**src/rtl/vga_pixel_fetch_if.sv**
```systemverilog
// Pixel-memory read bus between vga_pixel_fetch (master) and the frame memory (slave).
interface vga_pixel_fetch_if #(
  parameter int AW = 19
);
  logic [AW-1:0] MEM_ADDR;
  logic          MEM_RD;
  logic          MEM_WAIT;
  logic [23:0]   MEM_RDATA;
  logic          MEM_RVALID;

  modport master (
    output MEM_ADDR,
    output MEM_RD,
    input  MEM_WAIT,
    input  MEM_RDATA,
    input  MEM_RVALID
  );

  modport slave (
    input  MEM_ADDR,
    input  MEM_RD,
    output MEM_WAIT,
    output MEM_RDATA,
    output MEM_RVALID
  );
endinterface

```
**src/rtl/vga_pixel_fetch.sv**
```systemverilog
// Prefetches one frame of {R,G,B} pixels from memory into a small FIFO and
// streams them to the VGA output on active cycles; resyncs on every VS falling edge.
module vga_pixel_fetch #(
  parameter int HDISP = 640,
  parameter int VDISP = 480,
  parameter int DEPTH = 8,
  parameter int AW    = 19
) (
  input  logic              CLK,
  input  logic              RST,
  input  logic              VGA_HS,
  input  logic              VGA_VS,
  input  logic              VGA_BLANK,
  vga_pixel_fetch_if.master mem,
  output logic [7:0]        VGA_R,
  output logic [7:0]        VGA_G,
  output logic [7:0]        VGA_B,
  output logic              UNDERFLOW
);

  localparam int PW = $clog2(DEPTH);
  localparam int CW = PW + 1;
  localparam logic [AW-1:0] LAST_ADDR = AW'(HDISP * VDISP - 1);

  typedef enum logic [1:0] {
    WAIT_VS = 2'd0,
    RUN     = 2'd1,
    DRAIN   = 2'd2
  } state_e;

  logic          rst_meta_q, rst_sync_q, rst_n_s;
  state_e        state_q, state_d;
  logic [AW-1:0] addr_q, addr_d;
  logic          vs_prev_q;
  logic [CW-1:0] in_flight_q, in_flight_d;
  logic [CW-1:0] drop_q, drop_d;
  logic [PW-1:0] wr_ptr_q, wr_ptr_d, rd_ptr_q, rd_ptr_d;
  logic [CW-1:0] count_q, count_d;
  logic [23:0]   fifo_mem [DEPTH];
  logic [23:0]   rgb_q;
  logic          underflow_q;

  logic          frame_start_s, mem_rd_s, accept_s, full_s, empty_s;
  logic          pop_s, keep_s, push_s, hs_unused_s;
  logic [CW:0]   credit_sum_s;

  // Assert asynchronously, release two clocks after RST rises.
  always_ff @(posedge CLK or negedge RST) begin
    if (!RST) begin
      rst_meta_q <= 1'b0;
      rst_sync_q <= 1'b0;
    end else begin
      rst_meta_q <= 1'b1;
      rst_sync_q <= rst_meta_q;
    end
  end

  assign rst_n_s     = rst_sync_q;
  assign hs_unused_s = VGA_HS;

  assign frame_start_s = vs_prev_q & ~VGA_VS;
  assign credit_sum_s  = {1'b0, count_q} + {1'b0, in_flight_q};
  assign mem_rd_s      = (state_q == RUN) && (credit_sum_s < (CW+1)'(DEPTH));
  assign accept_s      = mem_rd_s && !mem.MEM_WAIT;
  assign full_s        = (count_q == CW'(DEPTH));
  assign empty_s       = (count_q == CW'(0));
  assign pop_s         = VGA_BLANK && !empty_s;
  // Responses owed to a previous frame, or arriving before the first frame, never reach the FIFO.
  assign keep_s        = mem.MEM_RVALID && (drop_q == CW'(0)) && (state_q != WAIT_VS) && !frame_start_s;
  assign push_s        = keep_s && (!full_s || pop_s);

  // Fetch sequencing, credit accounting and FIFO pointer next-state.
  always_comb begin
    state_d     = state_q;
    addr_d      = addr_q;
    in_flight_d = in_flight_q;
    drop_d      = drop_q;
    wr_ptr_d    = wr_ptr_q;
    rd_ptr_d    = rd_ptr_q;
    count_d     = count_q;

    if (accept_s && !mem.MEM_RVALID) begin
      in_flight_d = in_flight_q + CW'(1);
    end else if (!accept_s && mem.MEM_RVALID && (in_flight_q != CW'(0))) begin
      in_flight_d = in_flight_q - CW'(1);
    end else begin
      in_flight_d = in_flight_q;
    end

    if (mem.MEM_RVALID && (drop_q != CW'(0))) begin
      drop_d = drop_q - CW'(1);
    end else begin
      drop_d = drop_q;
    end

    case (state_q)
      WAIT_VS: state_d = WAIT_VS;
      RUN: begin
        if (accept_s) begin
          if (addr_q == LAST_ADDR) begin
            state_d = DRAIN;
          end else begin
            addr_d = addr_q + AW'(1);
          end
        end else begin
          state_d = RUN;
        end
      end
      DRAIN:   state_d = DRAIN;
      default: state_d = WAIT_VS;
    endcase

    if (frame_start_s) begin
      state_d  = RUN;
      addr_d   = AW'(0);
      drop_d   = in_flight_d;
      wr_ptr_d = PW'(0);
      rd_ptr_d = PW'(0);
      count_d  = CW'(0);
    end else begin
      if (push_s) begin
        wr_ptr_d = wr_ptr_q + PW'(1);
      end else begin
        wr_ptr_d = wr_ptr_q;
      end
      if (pop_s) begin
        rd_ptr_d = rd_ptr_q + PW'(1);
      end else begin
        rd_ptr_d = rd_ptr_q;
      end
      case ({push_s, pop_s})
        2'b10:   count_d = count_q + CW'(1);
        2'b01:   count_d = count_q - CW'(1);
        default: count_d = count_q;
      endcase
    end
  end

  // State, counters and registered pixel output.
  always_ff @(posedge CLK or negedge rst_n_s) begin
    if (!rst_n_s) begin
      state_q     <= WAIT_VS;
      addr_q      <= AW'(0);
      vs_prev_q   <= 1'b1;
      in_flight_q <= CW'(0);
      drop_q      <= CW'(0);
      wr_ptr_q    <= PW'(0);
      rd_ptr_q    <= PW'(0);
      count_q     <= CW'(0);
      rgb_q       <= 24'd0;
      underflow_q <= 1'b0;
    end else begin
      state_q     <= state_d;
      addr_q      <= addr_d;
      vs_prev_q   <= VGA_VS;
      in_flight_q <= in_flight_d;
      drop_q      <= drop_d;
      wr_ptr_q    <= wr_ptr_d;
      rd_ptr_q    <= rd_ptr_d;
      count_q     <= count_d;
      rgb_q       <= pop_s ? fifo_mem[rd_ptr_q] : 24'd0;
      underflow_q <= underflow_q | (VGA_BLANK & empty_s);
    end
  end

  // Pixel storage; a push into a full FIFO overwrites the slot being popped the same cycle.
  always_ff @(posedge CLK) begin
    if (push_s) begin
      fifo_mem[wr_ptr_q] <= mem.MEM_RDATA;
    end
  end

  assign mem.MEM_RD   = mem_rd_s;
  assign mem.MEM_ADDR = addr_q;
  assign VGA_R        = rgb_q[23:16];
  assign VGA_G        = rgb_q[15:8];
  assign VGA_B        = rgb_q[7:0];
  assign UNDERFLOW    = underflow_q;

endmodule

```
**src/flat_wrapper.sv**
```systemverilog
// flat-port wrapper written by rule: the top's interface ports become plain ports
module vga_pixel_fetch_flat 
#(
  parameter int HDISP = 640,
  parameter int VDISP = 480,
  parameter int DEPTH = 8,
  parameter int AW    = 19
)
  (CLK, RST, VGA_HS, VGA_VS, VGA_BLANK, VGA_R, VGA_G, VGA_B, UNDERFLOW, mem_MEM_ADDR, mem_MEM_RD, mem_MEM_WAIT, mem_MEM_RDATA, mem_MEM_RVALID);
  vga_pixel_fetch_if #(.AW(AW)) mem_i ();
  input  logic CLK;
  input  logic RST;
  input  logic VGA_HS;
  input  logic VGA_VS;
  input  logic VGA_BLANK;
  output logic [7:0] VGA_R;
  output logic [7:0] VGA_G;
  output logic [7:0] VGA_B;
  output logic UNDERFLOW;
  output wire logic [$bits(mem_i.MEM_ADDR)-1:0] mem_MEM_ADDR;
  output wire logic [$bits(mem_i.MEM_RD)-1:0] mem_MEM_RD;
  input wire logic [$bits(mem_i.MEM_WAIT)-1:0] mem_MEM_WAIT;
  input wire logic [$bits(mem_i.MEM_RDATA)-1:0] mem_MEM_RDATA;
  input wire logic [$bits(mem_i.MEM_RVALID)-1:0] mem_MEM_RVALID;
  assign mem_MEM_ADDR = mem_i.MEM_ADDR;
  assign mem_MEM_RD = mem_i.MEM_RD;
  assign mem_i.MEM_WAIT = mem_MEM_WAIT;
  assign mem_i.MEM_RDATA = mem_MEM_RDATA;
  assign mem_i.MEM_RVALID = mem_MEM_RVALID;
  vga_pixel_fetch #(.HDISP(HDISP), .VDISP(VDISP), .DEPTH(DEPTH), .AW(AW)) u_core (.CLK(CLK), .RST(RST), .VGA_HS(VGA_HS), .VGA_VS(VGA_VS), .VGA_BLANK(VGA_BLANK), .mem(mem_i), .VGA_R(VGA_R), .VGA_G(VGA_G), .VGA_B(VGA_B), .UNDERFLOW(UNDERFLOW));
endmodule
```
**config.mk**
```make
export PLATFORM = sky130hd
export DESIGN_NAME = vga_pixel_fetch_flat
export DESIGN_NICKNAME = d
export VERILOG_FILES = /design/src/rtl/vga_pixel_fetch_if.sv /design/src/rtl/vga_pixel_fetch.sv /design/src/flat_wrapper.sv
export SDC_FILE = /design/constraint.sdc
export NUM_CORES = 1
export LEC_CHECK = 0
export CAP_MARGIN = 20
export CORE_ASPECT_RATIO = 2
export CORE_MARGIN = 2
export CORE_UTILIZATION = 35
export CTS_CLUSTER_DIAMETER = 150
export DETAILED_ROUTE_END_ITERATION = 8
export GPL_TIMING_DRIVEN = 0
export PLACE_DENSITY = 0.62
export SLEW_MARGIN = 30
export SYNTH_ARGS = -nofsm -noshare
export SYNTH_HDL_FRONTEND = slang
export SYNTH_SLANG_ARGS = --single-unit
```
**constraint.sdc**
```tcl
create_clock -name CLK -period 2.65 [get_ports CLK]
set_clock_uncertainty 0.1 [all_clocks]
set_input_delay 0.53 -clock CLK [delete_from_list [all_inputs] [get_ports CLK]]
set_output_delay 0.53 -clock CLK [all_outputs]
set_load 0.02 [all_outputs]
```
==> metrics.log <==
INFO  metric status = complete, but fails checks
INFO  metric failing_checks = negative setup slack
INFO  metric antenna_left = 0
INFO  metric port_buffers = 74
INFO  metric drc = 0
INFO  metric num-fill-cells = 2632
INFO  metric synth.ff_latch_count = 259
INFO  metric syn_inst = 597
INFO  metric cts_sinks = 259
INFO  metric yosys_warnings = 0
INFO  metric setup.worst_path.class = register to output pin
INFO  metric insertion_delay = 0.55 ns
INFO  metric crit_arrival = 2.03 ns
INFO  metric tritoncts_clock_tree = yes
INFO  metric clock_tree.root_cell = sky130_fd_sc_hd__clkbuf_16
INFO  metric synth_compound_area_frac = 0.0357
INFO  metric grt_pass1_wl = 34.9 mm
INFO  metric finalMaxSlewViolations = 0
INFO  metric rsz0062_at_grt = yes
INFO  metric cts-htree-levels = 1
INFO  metric worst-r2r-cell-count = 9
INFO  metric syn_to_final_growth = 24.3%
INFO  metric dpl_worst_slack = -0.827 ns
INFO  metric detail_route.iter0.violations = 320
INFO  metric adder_cell_fraction_of_synth_area = 0.0199
INFO  metric floorplan.initialDensity = 0.354
INFO  metric maximum_number_of_pins_on_one_net_before_global_route_repair = 47
INFO  metric fp.coreArea = 29400 um^2
INFO  metric core.rowCount = 89
INFO  metric hold_buffer_count_at_cts = 0
INFO  metric timing.critical_path.fanout_max = 4
INFO  metric routabilityCongestion = 0.777
INFO  metric gr-usage-all-layers = 0.147
INFO  metric postSynth.topFlopCell = sky130_fd_sc_hd__edfxtp_1
INFO  metric routed_wl_per_cell = 20.4 um
INFO  metric detail_route.wirelength = 22.7 mm
INFO  metric routed_via_density = 5.12
INFO  metric power.static_leakage = 0.00448 uW
INFO  metric async_reset_ff_frac = 0.259
INFO  metric grt.overflow.total = 0
INFO  metric critPathLaunch = u_core.count_q[3]
INFO  metric timing.hold.ws = 0.0555 ns
INFO  metric design.final.nets = 774
INFO  metric num_antenna_cells = 0
INFO  metric clockBufferDepth = 3
INFO  metric grt_pass1_vias = 6016
INFO  metric area.sequential = 7450 um^2
INFO  metric mappedNetlistArea = 10400 um^2
INFO  metric maxClockFrequency = 376 MHz
INFO  metric r2r_slack = 0.12 ns
INFO  metric io_pins = 76
INFO  metric finalHoldViolCount = 0
INFO  metric vdd_ir_drop_max = 0.437 mV
INFO  metric number_of_synthesized_flops_with_an_enable_pin = 192
INFO  metric layout-drive-gt1-share = 0.217
INFO  metric place.detailed.hpwl = 15.3 mm
INFO  metric critical_path.startpoint_type = register
INFO  metric worst_slew_pin_slew = 0.987 ns
INFO  metric power.density_cell_area = 898 nW/um^2
INFO  metric route.vias.total = 5681
INFO  metric muxShareOfSynthArea = 0.136
INFO  metric timing.critical_path.required = 2.02 ns
INFO  metric synth_xor_xnor_area_share = 0.0168
INFO  metric synth_cell_type_count = 56
INFO  metric antenna_violations_before_repair = 0
INFO  metric path_clk_slew = 0.07 ns
INFO  metric simple_gate_portion_of_the_synthesized_area = 0.0627
INFO  metric critPathCaptureType = output pin
INFO  metric minimum_clock_period = 2.66 ns
INFO  metric syn-num-nets = 644
INFO  metric layout_setup_ws = -0.0117 ns
INFO  metric timing.final.setup_violations = 1
INFO  metric drtPass1Iterations = 4
INFO  metric crit_path_end = mem_MEM_RD
INFO  metric synth.avg_cell_area = 17.4 um^2
INFO  metric fp.dieW = 126 um
INFO  metric final.period_utilization = 1.00
INFO  metric maxCapViolCount = 0
INFO  metric synth.yosys.seq_area_share = 0.715
INFO  metric multiInputGateArea = 2980 um^2
INFO  metric combinational_family_with_the_most_area_after_synthesis = multiplexers
INFO  metric rr_endpoint = u_core.mem.MEM_ADDR[18]
INFO  metric min-delay-path-class = input port to asynchronous set/reset pin
INFO  metric r2r_start = u_core.count_q[3]
INFO  metric design.die.area = 31200 um^2
INFO  metric tritoncts.num_buffers = 24
INFO  metric die-height = 248 um
INFO  metric worst_slew_margin_rel = 0.342
==> worst min path at each step <==
stage	depth (start not counted)	to	startpoint
after global placement	0	u_core.rst_n_s	u_core.rst_meta_q
after global routing	1	u_core.rst_meta_q	RST
after detailed placement	0	u_core.rgb_q[19]	u_core.rst_n_s
after floorplan	0	u_core.rst_meta_q	RST
after CTS	1	u_core.rst_n_s	RST
final	1	u_core.rst_n_s	RST
==> placed cells by master (no fill, tap or decap), drive strengths merged, types with 18 or more instances in the layout <==
cell type	instances
edfxtp	192
clkdlybuf4s50	73
dfrtp	66
nor2	55
mux4	48
buf	43
clkbuf	40
mux2i	32
nand2	25
xor2	18
==> cells in the mapped netlist (6+ instances only) <==
master,count,area [um^2]
sky130_fd_sc_hd__nand4_1,7,43.8
sky130_fd_sc_hd__buf_1,7,26.3
sky130_fd_sc_hd__nand3_1,13,65.1
sky130_fd_sc_hd__nand2b_1,6,37.5
sky130_fd_sc_hd__ha_1,15,188
sky130_fd_sc_hd__dfrtp_1,66,1650
sky130_fd_sc_hd__nor2_1,55,206
sky130_fd_sc_hd__nor3_1,12,60.1
sky130_fd_sc_hd__inv_1,11,41.3
sky130_fd_sc_hd__nand2_1,24,90.1
sky130_fd_sc_hd__mux4_2,48,1080
sky130_fd_sc_hd__xor2_1,18,158
sky130_fd_sc_hd__edfxtp_1,192,5770
sky130_fd_sc_hd__o211ai_1,9,67.6
sky130_fd_sc_hd__clkbuf_1,14,52.6
sky130_fd_sc_hd__mux2i_1,32,320
==> registers in the layout, indices dropped and copies added (netlist names) <==
name	flops
u_core.mem.MEM_ADDR	19
u_core.UNDERFLOW	1
u_core.drop_q	4
u_core.state_q	2
u_core.fifo_mem	192
u_core.rd_ptr_q	3
u_core.count_q	4
u_core.wr_ptr_q	3
u_core.rst_n_s	1
u_core.vs_prev_q	1
u_core.in_flight_q	4
u_core.rgb_q	24
u_core.rst_meta_q	1
==> layer usage <==
metal / GRT usage / up-vias / wire (um)
li1: - / 2584 / -
met1: 0.155 / 2945 / 8020
met2: 0.294 / 124 / 13300
met3: 0.0200 / 28 / 932
met4: 0.0456 / 0 / 426
met5: 0 / - / 0
==> critical path, cell delays in order, from the launching register on <==
cell and delay [ns]:
sky130_fd_sc_hd__dfrtp_2 0.45, sky130_fd_sc_hd__ha_4 0.25, sky130_fd_sc_hd__or4b_4 0.52, sky130_fd_sc_hd__a21oi_2 0.14, sky130_fd_sc_hd__buf_6 0.13
==> timing repair <==
| item | CTS | global route |
|---|---|---|
| pin swaps | 8 | 3 |
| endpoints found under the hold margin | 0 | 0 |
| buffers inserted | 11 | 5 |
| endpoints found under the setup margin | 124 | 67 |
| resized for setup | 11 | 9 |
==> power breakdown <==
part | switching [uW] | internal (uW) | leakage (uW)
combinational | 1700 | 1580 | 0.00152
clock | 1560 | 1850 | 0.000370
sequential | 273 | 4670 | 0.00259
==> per-stage QoR <==
step	TNS [ns]	cell area [um^2]	power (uW)	util	instances
global route	-0.0680	12900	12200	0.441	1109
finish	-0.0117	12900	11600	0.441	1109
CTS	-0.0587	12900	11700	0.438	1104
detailed placement	-112.41	12000	8250	0.407	1050
floorplan	-16.31	10500	7150	-	597
global placement	-342.55	11700	8190	0.398	1035
==> cell families (layout without fill, tap and decap cells) <==
logic type | Yosys count | after routing
buffers and inverters | 37 | 185
other | 1 | 1
adder cells (fa/ha/maj) | 16 | 16
XOR/XNOR | 20 | 20
multiplexers | 81 | 81
flip-flops | 259 | 259
AND/OR/NAND/NOR | 137 | 137
AO/OA/AOI/OAI | 46 | 46
==> final cells by class <==
class / count / area share
multi-input cells: 301 / 0.230
clock inverters: 18 / 0.0123
inverters: 11 / 0.00319
flip-flops and latches: 259 / 0.575
repair buffers: 105 / 0.0871
plain buffers: 25 / 0.00841
clock buffers: 26 / 0.0485
well taps: 364 / 0.0352
Power figures use the tool's default switching activity.
